===== config.mk =====
export PLATFORM = sky130hd
export DESIGN_NAME = bus_xcvr_ctrl
export DESIGN_NICKNAME = d
export VERILOG_FILES = /design/src/rtl/bus_xcvr_ctrl.sv
export SDC_FILE = /design/constraint.sdc
export NUM_CORES = 1
export LEC_CHECK = 0
export ABC_AREA = 0
export CORE_ASPECT_RATIO = 0.5
export CORE_MARGIN = 10
export CORE_UTILIZATION = 25
export DETAILED_ROUTE_END_ITERATION = 12
export SETUP_SLACK_MARGIN = 0.5
export SYNTH_ARGS = -nofsm -noshare
export SYNTH_HDL_FRONTEND = slang
export SYNTH_SLANG_ARGS = --single-unit

===== constraint.sdc =====
create_clock -name sysclk -period 1.6 [get_ports sysclk]
set_input_delay 0.16 -clock sysclk [delete_from_list [all_inputs] [get_ports sysclk]]
set_output_delay 0.16 -clock sysclk [all_outputs]
set_load 0.01 [all_outputs]

===== src/rtl/bus_xcvr_ctrl.sv =====
// Round-robin sequencer for one octal inverting bus transceiver (74648 style).
// Enforces OE_n high around every DIR change and issues stored-mode capture clocks.
`timescale 1ns/1ps
module bus_xcvr_ctrl #(
  parameter int TURN_CYCLES = 2,
  parameter int XFER_CYCLES = 1
) (
  input  logic sysclk,
  input  logic sys_rst_n,
  input  logic REQ_AB,
  input  logic STORED_AB,
  input  logic REQ_BA,
  input  logic STORED_BA,
  output logic GNT_AB,
  output logic GNT_BA,
  output logic DONE_AB,
  output logic DONE_BA,
  output logic BUSY,
  output logic DIR,
  output logic OE_n,
  output logic SAB,
  output logic SBA,
  output logic CLKAB,
  output logic CLKBA
);
  localparam int MAXC = (TURN_CYCLES > XFER_CYCLES) ? TURN_CYCLES : XFER_CYCLES;
  localparam int CW   = (MAXC < 1) ? 1 : $clog2(MAXC + 1);
  localparam logic [CW-1:0] TURN_LD = CW'(TURN_CYCLES - 1);
  localparam logic [CW-1:0] XFER_LD = CW'(XFER_CYCLES - 1);
  localparam logic ONE_XFER = (XFER_CYCLES == 1);

  typedef enum logic [1:0] {IDLE, CAPT, TURN, XFER} state_t;

  state_t        state_q;
  logic [CW-1:0] cnt_q;
  logic          dir_new_q, stored_q, last_ab_q;
  logic          gnt_ab_q, gnt_ba_q, done_ab_q, done_ba_q, busy_q;
  logic          dir_q, oe_n_q, sab_q, sba_q, clkab_q, clkba_q;

  // Grant AB unless BA also wants the bus and AB was served last.
  logic pick_ab, pick_st, any_req;
  assign any_req = REQ_AB | REQ_BA;
  assign pick_ab = REQ_AB & (~REQ_BA | ~last_ab_q);
  assign pick_st = pick_ab ? STORED_AB : STORED_BA;

  always_ff @(posedge sysclk or negedge sys_rst_n) begin
    if (!sys_rst_n) begin
      state_q   <= IDLE;
      cnt_q     <= '0;
      dir_new_q <= 1'b0;
      stored_q  <= 1'b0;
      last_ab_q <= 1'b0;
      gnt_ab_q  <= 1'b0;
      gnt_ba_q  <= 1'b0;
      done_ab_q <= 1'b0;
      done_ba_q <= 1'b0;
      busy_q    <= 1'b0;
      dir_q     <= 1'b0;
      oe_n_q    <= 1'b1;
      sab_q     <= 1'b0;
      sba_q     <= 1'b0;
      clkab_q   <= 1'b0;
      clkba_q   <= 1'b0;
    end else begin
      case (state_q)
        IDLE: if (any_req) begin
          gnt_ab_q  <= pick_ab;
          gnt_ba_q  <= ~pick_ab;
          last_ab_q <= pick_ab;
          dir_new_q <= pick_ab;
          stored_q  <= pick_st;
          busy_q    <= 1'b1;
          if (pick_st) begin
            state_q <= CAPT;
            clkab_q <= pick_ab;
            clkba_q <= ~pick_ab;
          end else if (dir_q != pick_ab) begin
            state_q <= TURN;
            dir_q   <= pick_ab;
            cnt_q   <= TURN_LD;
          end else begin
            // Real-time, same direction: straight to the enabled phase.
            state_q   <= XFER;
            oe_n_q    <= 1'b0;
            cnt_q     <= XFER_LD;
            done_ab_q <= pick_ab & ONE_XFER;
            done_ba_q <= ~pick_ab & ONE_XFER;
          end
        end
        CAPT: begin
          clkab_q <= 1'b0;
          clkba_q <= 1'b0;
          if (dir_q != dir_new_q) begin
            state_q <= TURN;
            dir_q   <= dir_new_q;
            cnt_q   <= TURN_LD;
          end else begin
            state_q   <= XFER;
            oe_n_q    <= 1'b0;
            cnt_q     <= XFER_LD;
            sab_q     <= dir_new_q & stored_q;
            sba_q     <= ~dir_new_q & stored_q;
            done_ab_q <= dir_new_q & ONE_XFER;
            done_ba_q <= ~dir_new_q & ONE_XFER;
          end
        end
        TURN: begin
          if (cnt_q == '0) begin
            state_q   <= XFER;
            oe_n_q    <= 1'b0;
            cnt_q     <= XFER_LD;
            sab_q     <= dir_new_q & stored_q;
            sba_q     <= ~dir_new_q & stored_q;
            done_ab_q <= dir_new_q & ONE_XFER;
            done_ba_q <= ~dir_new_q & ONE_XFER;
          end else begin
            cnt_q <= cnt_q - CW'(1);
          end
        end
        XFER: begin
          if (cnt_q == '0) begin
            state_q   <= IDLE;
            oe_n_q    <= 1'b1;
            gnt_ab_q  <= 1'b0;
            gnt_ba_q  <= 1'b0;
            done_ab_q <= 1'b0;
            done_ba_q <= 1'b0;
            sab_q     <= 1'b0;
            sba_q     <= 1'b0;
            busy_q    <= 1'b0;
          end else begin
            cnt_q     <= cnt_q - CW'(1);
            done_ab_q <= dir_new_q & (cnt_q == CW'(1));
            done_ba_q <= ~dir_new_q & (cnt_q == CW'(1));
          end
        end
        default: state_q <= IDLE;
      endcase
    end
  end

  assign GNT_AB  = gnt_ab_q;
  assign GNT_BA  = gnt_ba_q;
  assign DONE_AB = done_ab_q;
  assign DONE_BA = done_ba_q;
  assign BUSY    = busy_q;
  assign DIR     = dir_q;
  assign OE_n    = oe_n_q;
  assign SAB     = sab_q;
  assign SBA     = sba_q;
  assign CLKAB   = clkab_q;
  assign CLKBA   = clkba_q;
endmodule


==> metrics.md, run 1 <==
| Metric | Value |
|---|---|
| Fin crit period | `around 1600 ps` |
| Htree depth | `1` |
| Design area | `a little over 2000 µm²` |
| Area delta synth->final | `75.5%` |
| Post-synth EDFFs | `0` |
| Clock Latency Late Sink | `260 ps` |
| Final WL | `~3800 µm` |
| Critical Path RT | `~1800 ps` |
| Fraction of registers with async set/reset | `1.00` |
| Unrepaired setup endpoints after global routing | `yes` |
| Post-synthesis mux area share | `0.0721` |
| Net Switching | `~1800 µW` |
| Fin. Hold Viols | `0` |
| Via density per instance | `4.88` |
| Max cap viols | `0` |
| Post-route setup slack | `-24.3 ps` |
| Vias | `1206` |
| Top FF cell, synth | `dfrtp_1` |
| Synth Area in Adders | `0.0848` |
| Comb power frac | `0.744` |
| Final HPWL DP | `2520 µm` |
| Largest family of logic cells by synthesized area | `compound AO/OA/AOI/OAI gates` |
| Count leader, synth | `dfrtp_1` |
| WL/cell | `approximately 15 µm` |
| DRC | `0` |
| Post-route ant nets | `0` |
| Startpoint Class | `flip-flop` |
| Gr usage total | `0.0950` |
| Crit path DAT | `about 1800 ps` |
| Pins Over Slew Limit | `0` |
| PortBufs | `16` |
| Peak VDD IR | `0.548 mV` |
| Root Driver | `clkbuf_8` |
| Total Power | `around 4400 µW` |
| Share of the synthesized area in the top cell type | `0.339` |
| Syn nets | `roughly 140` |
| Global-route wire length before repair | `between 6000 and 7000 µm` |
| Max_slew headroom | `0.738` |
| Share of layout cells above drive strength 1 | `0.537` |
| Drt pass-1 iters | `4` |
| Failing checks | `setup timing` |
| Clock Path Buffers | `2` |
| Clock power share | `0.075` |
| Reg-to-reg slack, setup | `-20 ps` |
| Cell Int Power | `approximately 2600 µW` |
| Largest regs | `cnt_q (2), state_q (2)` |
| Antenna diode instance count | `0` |
| I/O pin cnt | `17` |
| Nets | `just over 200` |
| GP Congestion | `0.808` |
| Syn Inst Count | `between 100 and 150` |
| Status | `finished, violations left` |
| Crit Path Category | `reg2reg` |
| Die width | `117 µm` |
| Largest net degree at the start of global routing | `12` |
| Cell taking the most area after synthesis | `dfrtp_1` |
| PD cells | `about 2100 nW/µm²` |
| Vias in the first global route | `approximately 1300` |
| Crit path max fanout | `6` |
| # rows | `17` |
| DP Area | `between 1500 and 2000 µm²` |
| Floorplan Core Area | `between 4000 and 5000 µm²` |
| Worst-margin pin slew | `~390 ps` |
| Number of synthesized register bits | `17` |
| Cell leakage power | `0.000949 µW` |
| Synthesized area | `1180 µm²` |
| Sequential area share after synthesis | `0.362` |
| Top cells by count, synth | `dfrtp_1, nand2_1, inv_1` |
| Warnings, synthesis | `0` |
| Synth area leaders | `dfrtp_1, ha_1, nand2_1, mux2_4, mux2i_1` |
| Worst Hold Class | `in2async` |
| Synth unique cells | `42` |
| Total CTS buffers | `3` |
| Clk sink count | `17` |
| Switching part of the total power | `0.403` |
| Starting Density | `0.264` |
| Critical path endpoint category | `flip-flop` |
| Avg Cell Area, Syn | `between 9 and 10 µm²` |
| DRT iter0 DRCs | `73` |
| DIE AREA | `~8000 µm²` |
| Grt total ovfl | `0` |
| Initial antenna violation count | `0` |
| Die H | `around 69 µm` |
| Synth Area in XOR/XNOR | `0.0148` |
| Sequential power share | `0.180` |
| Final period util | `1.02` |
| Simple-Gate Fraction of Synth Area | `0.138` |
| Compound-Gate Fraction of Synth Area | `0.267` |
| Clock-pin slew on the worst setup and hold paths | `around 70 ps` |
| Final setup violating endpoints | `3` |
| Pre-CTS WS | `-210 ps` |
| TritonCTS clock tree | `built` |
| Fmax | `approximately 0.62 GHz` |
| Clock skew | `1.75 ps` |
[critical path, cell delays in order, from the launching register on]
cell     delay, ps
dfrtp_2        470
or2b_1         270
a221o_2        380
nand4_4        100
mux2_4         300
[power by group through the flow]
stage                     logic [µW]  clock network, µW  registers [µW]
after global placement          2230                  0             798
after detailed placement        2240                  0             809
final                           3280                332             795
after global routing            3540                363             822
after CTS                       3000                344             797
after floorplan                 1360                  0             802
[layout by cell type (no fill, tap or decap), types with 4 or more instances in the layout]
cell	synthesis	final
o21ai_1	0	6
mux2i_1	4	4
inv_1	9	5
inv_2	0	4
nand2_1	13	10
buf_4	0	39
a21oi_2	0	4
dfrtp_1	16	15
clkdlybuf4s50_1	0	5
buf_6	1	11
clkdlybuf4s15_1	0	8
nor2_1	6	4
[repair_timing]
item	in CTS	in global routing
hold buffers	0	0
gates resized for setup	70	17
pin swaps	6	12
setup buffers	13	6
setup endpoints to repair	28	24
cloned	1	0
[cells by family (layout without fill, tap and decap cells)]
kind of cell,Yosys count,after routing
adders and majority gates,8,8
and+or+nand+nor,32,32
DFF,17,17
AOI/OAI and AO/OA,42,42
buffers and inverters,16,82
muxes,7,7
xor gates and xnor gates,2,2
[per-stage QoR]
step	TNS [ps]	hold WS, ps	instances	utilization
3_5_place_dp	-1670	471	223	0.364
3_3_place_gp	-1330	463	223	0.364
2_1_floorplan	0	-136	124	-
6_report	-54.0	186	247	0.464
5_1_grt	-351	202	247	0.464
4_1_cts	-16.4	193	241	0.442
[layer usage]
layer,global-route usage,share of wire,vias to the layer above
met5,0,0,-
met4,0.0413,0.025,0
met3,0.0233,0.048,10
met2,0.173,0.50,31
met1,0.106,0.43,583
li1,-,-,582
[area by class of cell]
type                            count  area (µm²)
Clock buffer                        3        41.3
Timing Repair Buffer               69         634
Tap cell                           57        71.3
Inverter                            9        33.8
Multi-Input combinational cell     91         857
Sequential cell                    17         428
Clock inverter                      1        5.00
Fill cell                         389        2400
[worst paths after layout]
kind	startpoint	to	cells after the start
max reg2reg	last_ab_q	DONE_AB	4
max in group asynchronous	sys_rst_n	last_ab_q	2
min	sys_rst_n	DIR	1
min reg2reg	GNT_BA	GNT_BA	1
min in group sysclk	GNT_BA	GNT_BA	1
max	last_ab_q	DONE_AB	4
Note: power is estimated with default switching activity, not from simulation.
==> inputs of run 2 (changes only) <==
==> constraint.sdc (replaced) <==
create_clock -name sysclk -period 1.8 [get_ports sysclk]
set_input_delay 0.18 -clock sysclk [delete_from_list [all_inputs] [get_ports sysclk]]
set_output_delay 0.18 -clock sysclk [all_outputs]
set_load 0.01 [all_outputs]
==> run 2 against run 1 <==
Effect of this change:
- the flow now finishes without violations
- clock power decreased by 12%
- cell count is 9.3% lower
- combinational power shrank 28%
- core utilization down 5.9 points
- die area unchanged
- clock skew increased by 1.9 ps
- sequential share of layout area is 3.1 points higher
==> metrics.md, run 2 (same netlist as run 1, synthesis figures left out) <==
| Metric | Value |
|---|---|
| Status | `finished, final reports clean` |
| GP Congestion | `0.806 (-0.28%)` |
| Final HPWL DP | `2420 µm (-3.8%)` |
| Most common cell after layout, fill and taps aside | `buf_4` |
| Global-route wire length before repair | `5360 µm (-11%)` |
| Slowest Stage Delay on Critical Path | `470 ps (about the same)` |
| Htree depth | `1 (unchanged)` |
| Critical path endpoint category | `flip-flop` |
| Die width | `117 µm (unchanged)` |
| Peak VDD IR | `0.497 mV (-9.2%)` |
| Post-route setup slack | `194 ps (+218 ps)` |
| Fin. Hold Viols | `0 (unchanged)` |
| Pre-CTS WS | `-41.7 ps (+169 ps)` |
| Gr usage total | `0.0833 (-0.0116)` |
| Fin crit period | `1610 ps (-17.9 ps)` |
| Clock Path Buffers | `2 (unchanged)` |
| Starting Density | `0.264 (unchanged)` |
| Share of layout cells above drive strength 1 | `0.401 (-0.136)` |
| TritonCTS clock tree | `built` |
| Most frequent cells in the layout | `buf_4, dfrtp_1, nand2_1, dlygate4sd2_1, a21oi_1` |
| DRT iter0 DRCs | `87 (+19%)` |
| Clock-pin slew on the worst setup and hold paths | `70 ps (about the same)` |
| Worst R2R End | `DONE_BA` |
| Final setup violating endpoints | `0 (-3)` |
| Fillers | `422 (+8.5%)` |
| Initial antenna violation count | `0 (unchanged)` |
| Grt total ovfl | `0 (unchanged)` |
| Die H | `68.6 µm (unchanged)` |
| Floorplan Core Area | `4470 µm² (unchanged)` |
| Top delay family on crit path | `flip-flops` |
| Slowest CP cell | `dfrtp_2` |
| DIE AREA | `8030 µm² (unchanged)` |
| Pins Over Slew Limit | `0 (unchanged)` |
| WL/cell | `15.1 µm (-0.98%)` |
| Worst Hold Class | `in2async` |
| Clk sink count | `17 (unchanged)` |
| Buffers & Inverters on Critical Path | `2 (+2)` |
| Startpoint Class | `flip-flop` |
| Reg-to-reg slack, setup | `190 ps (+220 ps)` |
| FF-to-FF Start | `state_q[1]` |
| Final WL | `3380 µm (-10%)` |
| Unrepaired setup endpoints after global routing | `yes` |
| PortBufs | `16 (unchanged)` |
| Vias | `1096 (-9.1%)` |
| DRC | `0 (unchanged)` |
| Largest regs | `cnt_q (2), state_q (2)` |
| Total Power | `3370 µW (-23%)` |
| Nets | `182 (-11%)` |
| Max_slew headroom | `0.735 (-0.00324)` |
| Crit path max fanout | `4 (-2)` |
| Total CTS buffers | `3 (unchanged)` |
| Root Driver | `clkbuf_8` |
| Antenna diode instance count | `0 (unchanged)` |
| Crit path DAT | `1750 ps (-20 ps)` |
| Worst-margin pin slew | `396 ps (+4.85 ps)` |
| PD cells | `1870 nW/µm² (-12%)` |
| Reg2Reg Depth | `6 (+2)` |
| Clock Latency Late Sink | `250 ps (about the same)` |
| Critical Path RT | `1940 ps (+190 ps)` |
| Fmax | `0.622 GHz (+1.1%)` |
| Cell leakage power | `0.000833 µW (-12%)` |
| Largest net degree at the start of global routing | `20 (+8)` |
| Post-Route Setup TNS | `0 ps (+54.0 ps)` |
| Post-route ant nets | `0 (unchanged)` |
| Post-Route Utilization | `0.405 (-0.0585)` |
| Crit Path Category | `reg2reg` |
| Final period util | `0.892 (-0.123)` |
| Max cap viols | `0 (unchanged)` |
| Via density per instance | `4.89 (+0.21%)` |
| Drt pass-1 iters | `4 (unchanged)` |
| Vias in the first global route | `1098 (-14%)` |
| Clock skew | `3.64 ps (+1.89 ps)` |
| I/O pin cnt | `17 (unchanged)` |
| Crit-path cells | `inv_4 -> ha_4 -> inv_2 -> a221o_2 -> nand4_4 -> mux2_4` |
| Area delta synth->final | `53.3%` |
| # rows | `17 (unchanged)` |
run 2: changes by cell type in the layout (fill, tap and decap cells not counted), sizes merged:
cell	delta
buf	-24
dlygate4sd2	+11
clkdlybuf4s15	-8
clkbuf	-2
clkinvlp	+1
inv	-1
run 2: worst max path at each step:
stage / depth (start not counted) / start / endpoint
floorplan: 6 / state_q[1] / DONE_AB
global placement: 6 / REQ_BA / GNT_BA
detailed placement: 6 / REQ_BA / GNT_BA
CTS: 4 / last_ab_q / DONE_AB
global route: 4 / last_ab_q / DONE_AB
finish: 6 / state_q[1] / DONE_BA
run 2: timing repair:
action | in CTS | in global routing
setup buffers | 5 | 8
pin swaps | 2 | 4
hold buffers | 0 | 0
gates resized for setup | 34 | 19
setup endpoints to repair | 28 | 17
run 2: final cells by class:
type	count	area [µm²]	area share
inverters	9	40.0	0.0221
well taps	57	71.3	0.0394
multi-input cells	91	827	0.457
flip-flops and latches	17	429	0.237
clock inverters	1	5.00	0.00277
repair buffers	46	395	0.219
clock buffers	3	41.3	0.0228
run 2: power breakdown:
group,internal (µW),total [µW],switching (µW)
sequential,566,730,164
combinational,1210,2350,1140
clock,154,292,138
run 2: per-layer routing:
metal	global-route usage	vias up	share of wire
met4	0.0336	0	0.015
li1	-	535	-
met1	0.101	530	0.45
met3	0.0207	4	0.041
met5	0	-	0
met2	0.142	27	0.49
run 2: metrics by stage:
stage	area, µm²	std cells	hold WS [ps]
finish	1810	224	213
detailed placement	1500	207	491
floorplan	1190	124	-116
CTS	1660	216	211
global placement	1500	207	469
global route	1810	224	213
